`config.mk`:
```
export PLATFORM = sky130hd
export DESIGN_NAME = divr_seq
export DESIGN_NICKNAME = d
export VERILOG_FILES = /design/src/rtl/divr_seq.sv
export SDC_FILE = /design/constraint.sdc
export NUM_CORES = 1
export LEC_CHECK = 0
export ABC_CLOCK_PERIOD_IN_PS = 5200
export CORE_MARGIN = 3
export CORE_UTILIZATION = 57
export CTS_BUF_LIST = sky130_fd_sc_hd__clkbuf_4 sky130_fd_sc_hd__clkbuf_8 sky130_fd_sc_hd__clkbuf_16
export CTS_CLUSTER_DIAMETER = 100
export CTS_CLUSTER_SIZE = 40
export DETAILED_ROUTE_END_ITERATION = 8
export HOLD_SLACK_MARGIN = 0.12
export MAX_ROUTING_LAYER = met4
export PLACE_DENSITY_LB_ADDON = 0.25
export SLEW_MARGIN = 5
export SYNTH_ARGS = -nofsm -noshare
export SYNTH_HDL_FRONTEND = slang
export SYNTH_SLANG_ARGS = --single-unit
```
`constraint.sdc`:
```
create_clock -name clk -period 5.2 [get_ports clk]
set_clock_uncertainty 0.05 [all_clocks]
set_input_delay 1.04 -clock clk [delete_from_list [all_inputs] [get_ports clk]]
set_output_delay 1.04 -clock clk [all_outputs]
set_load 0.05 [all_outputs]
```
`src/rtl/divr_seq.sv`:
```
// Sequential 2N/N restoring divider with x86 DIV/IDIV semantics, UNROLL quotient bits per cycle,
// req/rdy/done handshake, abort, clock enable, divide-by-zero and quotient-overflow reporting.
module divr_seq #(
    parameter int N      = 32,
    parameter int UNROLL = 1
) (
    input  logic           clk,
    input  logic           rst_n,
    input  logic           ce,
    input  logic           abort,
    input  logic           req,
    input  logic           su,
    input  logic [2*N-1:0] a,
    input  logic [N-1:0]   b,
    output logic           rdy,
    output logic           done,
    output logic [N-1:0]   q,
    output logic [N-1:0]   r,
    output logic           dz,
    output logic           ovf
);
    localparam int            STEPS   = N / UNROLL;
    localparam int            CW      = (STEPS > 1) ? $clog2(STEPS) : 1;
    localparam logic [CW-1:0] LAST    = CW'(STEPS - 1);
    localparam logic [N-1:0]  ONES    = {N{1'b1}};
    localparam logic [N-1:0]  POS_MAX = {1'b0, {(N-1){1'b1}}};
    localparam logic [N-1:0]  NEG_MAX = {1'b1, {(N-1){1'b0}}};

    typedef enum logic [1:0] {IDLE, DIV, SGN, DONE} state_t;

    state_t         state_q, state_d;
    logic [CW-1:0]  cnt_q, cnt_d;
    logic [N-1:0]   q_q, q_d, r_q, r_d;
    logic           dz_q, dz_d, ovf_q, ovf_d;
    logic           su_q, su_d, asg_q, asg_d, bsg_q, bsg_d;
    logic [N-1:0]   bmag_q, bmag_d, rem_q, rem_d, sh_q, sh_d;

    logic [2*N-1:0] amag;
    logic [N-1:0]   bmag_in;
    logic [N:0]     rem_t;
    logic [N-1:0]   sh_t;
    logic [N-1:0]   step_rem, step_sh;
    logic           qneg;

    // The most negative dividend negates to itself, which is its exact unsigned magnitude.
    assign amag    = (su && a[2*N-1]) ? ({(2*N){1'b0}} - a) : a;
    assign bmag_in = (su && b[N-1]) ? ({N{1'b0}} - b) : b;
    assign qneg    = asg_q ^ bsg_q;

    // UNROLL restoring steps; sh_t shifts dividend bits out and quotient bits in.
    always_comb begin
        rem_t = {1'b0, rem_q};
        sh_t  = sh_q;
        for (int i = 0; i < UNROLL; i++) begin
            rem_t = {rem_t[N-1:0], sh_t[N-1]};
            sh_t  = {sh_t[N-2:0], 1'b0};
            if (rem_t >= {1'b0, bmag_q}) begin
                rem_t   = rem_t - {1'b0, bmag_q};
                sh_t[0] = 1'b1;
            end
        end
        step_rem = rem_t[N-1:0];
        step_sh  = sh_t;
    end

    always_comb begin
        state_d = state_q;
        cnt_d   = cnt_q;
        q_d     = q_q;
        r_d     = r_q;
        dz_d    = dz_q;
        ovf_d   = ovf_q;
        su_d    = su_q;
        asg_d   = asg_q;
        bsg_d   = bsg_q;
        bmag_d  = bmag_q;
        rem_d   = rem_q;
        sh_d    = sh_q;
        case (state_q)
            IDLE, DONE: begin
                state_d = IDLE;
                if (!abort && req) begin
                    su_d   = su;
                    asg_d  = su & a[2*N-1];
                    bsg_d  = su & b[N-1];
                    bmag_d = bmag_in;
                    cnt_d  = '0;
                    if (b == {N{1'b0}}) begin
                        dz_d    = 1'b1;
                        ovf_d   = 1'b0;
                        q_d     = ONES;
                        r_d     = {N{1'b0}};
                        state_d = DONE;
                    end else if (amag[2*N-1:N] >= bmag_in) begin
                        dz_d    = 1'b0;
                        ovf_d   = 1'b1;
                        q_d     = ONES;
                        r_d     = {N{1'b0}};
                        state_d = DONE;
                    end else begin
                        rem_d   = amag[2*N-1:N];
                        sh_d    = amag[N-1:0];
                        state_d = DIV;
                    end
                end
            end
            DIV: begin
                if (abort) begin
                    state_d = IDLE;
                    cnt_d   = '0;
                end else begin
                    rem_d = step_rem;
                    sh_d  = step_sh;
                    if (cnt_q == LAST) begin
                        cnt_d   = '0;
                        state_d = SGN;
                    end else begin
                        cnt_d = cnt_q + CW'(1);
                    end
                end
            end
            SGN: begin
                if (abort) begin
                    state_d = IDLE;
                end else begin
                    state_d = DONE;
                    dz_d    = 1'b0;
                    if (su_q && ((!qneg && sh_q > POS_MAX) || (qneg && sh_q > NEG_MAX))) begin
                        ovf_d = 1'b1;
                        q_d   = ONES;
                        r_d   = {N{1'b0}};
                    end else begin
                        ovf_d = 1'b0;
                        q_d   = qneg  ? ({N{1'b0}} - sh_q)  : sh_q;
                        r_d   = asg_q ? ({N{1'b0}} - rem_q) : rem_q;
                    end
                end
            end
            default: state_d = IDLE;
        endcase
    end

    always_ff @(posedge clk or negedge rst_n) begin
        if (!rst_n) begin
            state_q <= IDLE;
            cnt_q   <= '0;
            q_q     <= '0;
            r_q     <= '0;
            dz_q    <= 1'b0;
            ovf_q   <= 1'b0;
        end else if (ce) begin
            state_q <= state_d;
            cnt_q   <= cnt_d;
            q_q     <= q_d;
            r_q     <= r_d;
            dz_q    <= dz_d;
            ovf_q   <= ovf_d;
        end
    end

    // Operand/working registers are always written before they are read, so no reset.
    always_ff @(posedge clk) begin
        if (ce) begin
            su_q   <= su_d;
            asg_q  <= asg_d;
            bsg_q  <= bsg_d;
            bmag_q <= bmag_d;
            rem_q  <= rem_d;
            sh_q   <= sh_d;
        end
    end

    assign rdy  = (state_q == IDLE) || (state_q == DONE);
    assign done = (state_q == DONE);
    assign q    = q_q;
    assign r    = r_q;
    assign dz   = dz_q;
    assign ovf  = ovf_q;
endmodule

```
## After elaboration in Yosys (flattened, before gate mapping)

Cells that the tools add are included.

| storage, ports and cells | value |
|---|---|
| word-level logic and storage cells | 106 |
| output and inout port bits | 68 |
| bits in writable memories | 0 |
| register bits | 172 |
| bits in latches | 0 |
| memories | 0 |
| memory bits (read-only) | 0 |

| operators by class | value |
|---|---|
| add/subtract/negate cells | 6 |
| reductions and logical operators | 20 |
| bitwise gates (word level) | 3 |
| $lt $le $gt $ge | 4 |
| shift-type cells | 0 |
| divide/modulo/power cells | 0 |
| multiply operators | 0 |
| mux-type cells | 50 |
| equality and inequality tests | 11 |

Operator list:

| cell | count |
|---|---|
| $mux 32 | 22 |
| $pmux 32 s2 | 4 |
| $sub 1x32->32 const A | 3 |
| $mux 64 | 1 |
| $sub 1x64->64 const A | 1 |
| $ge 33x32->1 | 1 |
| $ge 32x32->1 | 1 |
| $gt 32x31->1 const B | 1 |
| $gt 32x32->1 const B | 1 |
| $logic_not 32->1 | 1 |
| $sub 32x32->32 | 1 |
| $mux 5 | 3 |
| $mux 2 | 6 |
| $mux 1 | 10 |
| $ne 2x2->1 const B | 5 |
| $pmux 5 s2 | 1 |
| $logic_and 1x1->1 | 6 |
| $ne 3x3->1 const B | 2 |
| $pmux 2 s3 | 1 |
| $reduce_and 3->1 | 2 |
| $reduce_and 6->1 | 1 |
| $add 5x1->5 const B | 1 |
| $eq 5x5->1 const B | 1 |
| $reduce_and 5->1 | 1 |
| 11 further kinds | 17 |

## Logic depth before layout (Yosys ltp)

| depth | value |
|---|---|
| word-level depth | 8 |
| depth in mapped cells | 19 |
| gate-level depth less buffers | 17 |

## Worst setup path after synthesis

No wires, ideal clock.

| path | value |
|---|---|
| kind | in2reg |
| start point | input b[6] |
| end point | register rem_q[0] (enable) |
| data required time | 4.721 ns |
| stages | 17 |
| setup time | 0.429 ns |
| path slack | -1.265 ns |
| arrival time | 5.986 ns |
| cells stage by stage | nor4_1 > nand2_1 > or3_1 > or3_1 > clkbuf_1 > or3_1 > o21ai_1 > xor2_1 > ha_1 > a211oi_1 > o21ai_0 > o211ai_1 > a21oi_1 > or3_1 > nand3b_1 > nand2_1 > a2bb2o_1 |

| on the way | value |
|---|---|
| cells in the longest elaborated chain, start to end | 5 |

RTL lines:

| item | line | text |
|---|---|---|
| from (decl) | 14 | `input logic [N-1:0] b,` |
| $sub 1x32->32 | 47 | `assign bmag_in = (su && b[N-1]) ? ({N{1'b0}} - b) : b;` |
| $mux 32 | 47 |  |
| $ge 32x32->1 | 94 | `end else if (amag[2*N-1:N] >= bmag_in) begin` |
| $ne 2x2->1 (no source line) | - |  |
| $reduce_and 6->1 (no source line) (*) | - |  |
| to (signal assigned) | 168 | `rem_q <= rem_d;` |
| to (decl) | 36 | `logic [N-1:0] bmag_q, bmag_d, rem_q, rem_d, sh_q, sh_d;` |

Mark *: on every way between the ends. The rest lies on a longest branch, timed or not.
A chain may end at the register's enable or synchronous reset.

## Worst setup path in the final report

| path | value |
|---|---|
| start point | input a[8] |
| end point | register rem_q[23] (enable) |

| on the way | value |
|---|---|
| cells in the longest elaborated chain, start to end | 5 |

RTL lines:

| item | line | text |
|---|---|---|
| from (decl) | 13 | `input logic [2*N-1:0] a,` |
| $sub 1x64->64 | 46 | `assign amag = (su && a[2*N-1]) ? ({(2*N){1'b0}} - a) : a;` |
| $mux 64 | 46 |  |
| $ge 32x32->1 | 94 |  |
| $ne 2x2->1 (no source line) | - |  |
| $reduce_and 6->1 (no source line) | - |  |

No other way between the ends.

==> flow_summary_export.csv <==
group,metric,value,unit
power_and_ir_drop,clkPwrFrac,19.5,%
cts,cts_max_path_buffers,2,
synth,synth.cell_area,13000,µm²
worst_setup_path,path_class,"in -> reg",
sta,timing.final.ws_setup,16.9,ps
synth,synth_cell_type_count,70,
synth,ys_seq_area_share,36.8,%
worst_setup_path,crit_path_cell_trace,"clkdlybuf4s50_1, or4_4, nor4_4, and4_1, buf_6, and2_4, nor2_1, xor2_1, ha_1, a21o_1, a21o_1, a221oi_2, a211oi_2, a41oi_2, buf_4, nand3b_1, nand2_1, a2bb2o_4, buf_12, clkbuf_16",
worst_setup_path,max_stage_delay,570,ps
sta,finalMaxSlewViolations,0,
detailed_routing,routed_via_density,5.97,
synth,synthTopCellsByCount,"197 x nand2_1, 133 x nor2_1, 126 x o21ai_0",
cts,cts_root_buf,"clkbuf_16",
worst_setup_path,cpMaxStageDelayCell,"or4_4",
finish,area_growth,32.2,%
sta,fmax,193,MHz
cts,cts.sinks,172,
floorplanning,core,22200,µm²
finish,insertedDiodeCount,0,
cts,cts_tree,"yes",
synth,postSynthCellCount,1510,
sta,finalCritPeriodShare,99.7,%
synth,yosys.area_share.simple,19.3,%
global_routing,grt_util_all_layers,30.9,%
sta,max_slew.worst_pin.slew,959,ps
place,detailed_place_hpwl,28.8,mm
sta,fin_crit,5180,ps
synth,synth-adder-area-share,7.16,%
worst_setup_path,rr_startpoint,"rem_q[11]",
worst_setup_path,cp-end-kind,"flop",
floorplanning,floorplan.initialDensity,58.9,%
synth,synth_area_leaders,"edfxtp_1 23%, dfrtp_1 14%, ha_1 7.0%, xor2_1 6.1%, nand2_1 5.7%",
worst_hold_path,holdPathEnd,"r[8]",
finish,final_cells,2114,
detailed_routing,detail-route-antenna-nets,0,
synth,yosysTopAreaCell,"edfxtp_1",
worst_hold_path,hold_path.startpoint,"r[8]",
power_and_ir_drop,netSwitchingFraction,44.3,%
power_and_ir_drop,peakVddDrop,0.000422,V
synth,async_reset_ff_share,42.4,%
synth,synth_edf_count,99,
outcome,status,"complete, no violations",
place,port_buffers,169,
detailed_routing,firstDrtPassIters,6,
finish,seqCellArea,4800,µm²
worst_setup_path,crit_path_start_kind,"input pin",
synth,synth_top_family_by_area,"simple AND/OR/NAND/NOR gates",
synth,synthMuxAreaShare,0.979,%
worst_hold_path,min_path_type,"reg -> reg",
worst_hold_path,whs_path_depth,2,
finish,drive_gt1_share,16.5,%
sta,max_slew_margin,36.0,%
power_and_ir_drop,p_leak,0.00731,µW
worst_setup_path,rrSetupSlack,980,ps
synth,avgSynthCellArea,8.64,µm²
synth,yosys_register_bits,172,
flow_run,drv_cap,0,
cts,clk_pin_slew,70,ps
worst_setup_path,crit_family,"simple AND/OR/NAND/NOR gates",
floorplanning,std_cell_rows,54,
floorplanning,die_w,157,µm
cts,htree_levels,4,
global_routing,gr-total-overflow,0,
synth,synth_compound_area_share,19.2,%
power_and_ir_drop,internal_power,3860,µW
synth,syn-num-nets,1686,
synth,synth_top_area_share,22.8,%
place,gp_congestion,1.03,
power_and_ir_drop,combPwrFrac,49.9,%
worst_setup_path,cp.arrival,5290,ps
worst_setup_path,reg2regPathDepth,10,
cts,cts_inserted_buffers,17,
power_and_ir_drop,power.switching,3070,µW
finish,nets,1997,
synth,post-synth-top-count-cell,"nand2_1",
worst_setup_path,r2r_end,"rem_q[1]",
worst_setup_path,crit_required,5310,ps
place,pre_cts_ws,-630,ps
detailed_routing,wl,38.2,mm
floorplanning,die_height,157,µm
finish,n_fill_cell,1502,
synth,yosysWarnings,0,
detailed_routing,via_count,12600,
synth,yosys_most_used_dff,"edfxtp_1",
global_routing,antenna_found_initial,0,
power_and_ir_drop,powerDensity,402,nW/µm²
power_and_ir_drop,pwr-share-seq,30.6,%
detailed_routing,drc,0,
detailed_routing,drtIter0Drc,1265,
sta,finalSetupViolCount,0,
floorplanning,fp.dieArea,24700,µm²
worst_setup_path,cpMostUsedCell,"a21o_1",
synth,synth_xor_area_share,11.7,%
sta,hold_violations,0,
finish,multi_input_area,7840,µm²
worst_setup_path,crit_buf_inv,5,
worst_setup_path,cp_max_fo,7,
detailed_routing,wl_per_cell,18.1,µm
place,dp_cells,2063,
floorplanning,ios,170,
global_routing,grt_pass1_vias,11800,
cts,hold_buffers,0,
global_routing,grt_max_degree,74,
global_routing,grt_first_pass_wirelength,59.4,mm
cts,clk_latency,440,ps
-- routing by layer --
metal | wire length, µm | track usage (%) | vias up
met5 | 0 | - | -
met4 | 800 | 8.60 | 0
met3 | 4040 | 4.59 | 64
met2 | 16800 | 45.4 | 679
met1 | 16600 | 45.0 | 5825
li1 | - | - | 6051
-- through the flow --
stage	instance area, µm²	total power [µW]	util (%)	TNS (ps)	hold slack, ps
floorplan	13100	4310	-	-65960	406
finish	17200	6930	77.8	0	429
global placement	16200	5380	73.3	-56260	412
detailed placement	16200	5490	73.3	-70770	420
CTS	17000	6860	76.7	-92.5	437
global route	17200	7300	77.8	-4160	454
-- cells in the final DEF, fill, tap and decap left out, types with 28 or more instances in the layout --
cell | netlist | final
inv_1 | 89 | 88
buf_4 | 0 | 185
ha_1 | 73 | 71
clkdlybuf4s50_1 | 0 | 162
nor2_1 | 133 | 131
xor2_1 | 91 | 91
xnor2_1 | 83 | 82
a21oi_1 | 78 | 76
o21ai_0 | 126 | 118
dfrtp_1 | 73 | 73
nor3_1 | 30 | 28
a31oi_1 | 35 | 35
nand2_1 | 197 | 196
o31ai_1 | 35 | 31
edfxtp_1 | 99 | 99
-- worst register-to-register path: stages (launching register included) --
cell,delay (ps)
edfxtp_1,530
ha_1,500
a21oi_1,160
a32oi_1,380
and2_1,220
nor3b_1,460
a211o_1,310
a21o_1,660
buf_4,330
mux2i_1,100
mux2_2,270
-- flip-flops by register name, indices dropped and copies added, names as in the netlist --
name     flops
sh_q        32
rem_q       32
q           32
asg_q        1
dz           1
ovf          1
bmag_q      32
bsg_q        1
su_q         1
cnt_q        5
state_q      2
r           32
-- worst max path at each step --
stage          start         to  depth (start not counted)
2_1_floorplan   b[5]   rem_q[0]                         17
3_3_place_gp    a[0]   rem_q[5]                         21
3_5_place_dp    a[1]   rem_q[5]                         21
4_1_cts        a[22]   sh_q[29]                         20
5_1_grt         a[8]      r[13]                         21
6_report        a[8]  rem_q[23]                         20
-- timing repair --
action | 4_1_cts | 5_1_grt
endpoints found under the setup margin | 128 | 129
endpoints found under the hold margin | 0 | 0
gates resized for setup | 10 | 36
setup buffers | 5 | 13
gates cloned | 1 | 1
pin swaps | 4 | 32
-- area by class of cell --
type	count	share of cell area, %
clock buffer	18	2.61
clock inverter	14	1.11
inverter	90	1.96
multi-input combinational	1177	45.5
sequential	172	27.8
tap	280	2.03
timing repair buffer	363	19.0
-- kinds of logic after synthesis --
group,Yosys count
compound gates,387
xor+xnor,174
fa+ha+maj,74
buf+inv,161
flops,172
mux,12
simple gates,530
-- power by group through the flow --
stage          clock network, µW  logic, µW  registers, µW
3_3_place_gp                   0       3260           2120
4_1_cts                     1360       3390           2120
3_5_place_dp                   0       3340           2140
2_1_floorplan                  0       1440           2870
5_1_grt                     1430       3710           2160
6_report                    1350       3460           2120
(Power assumes the default switching activity.)
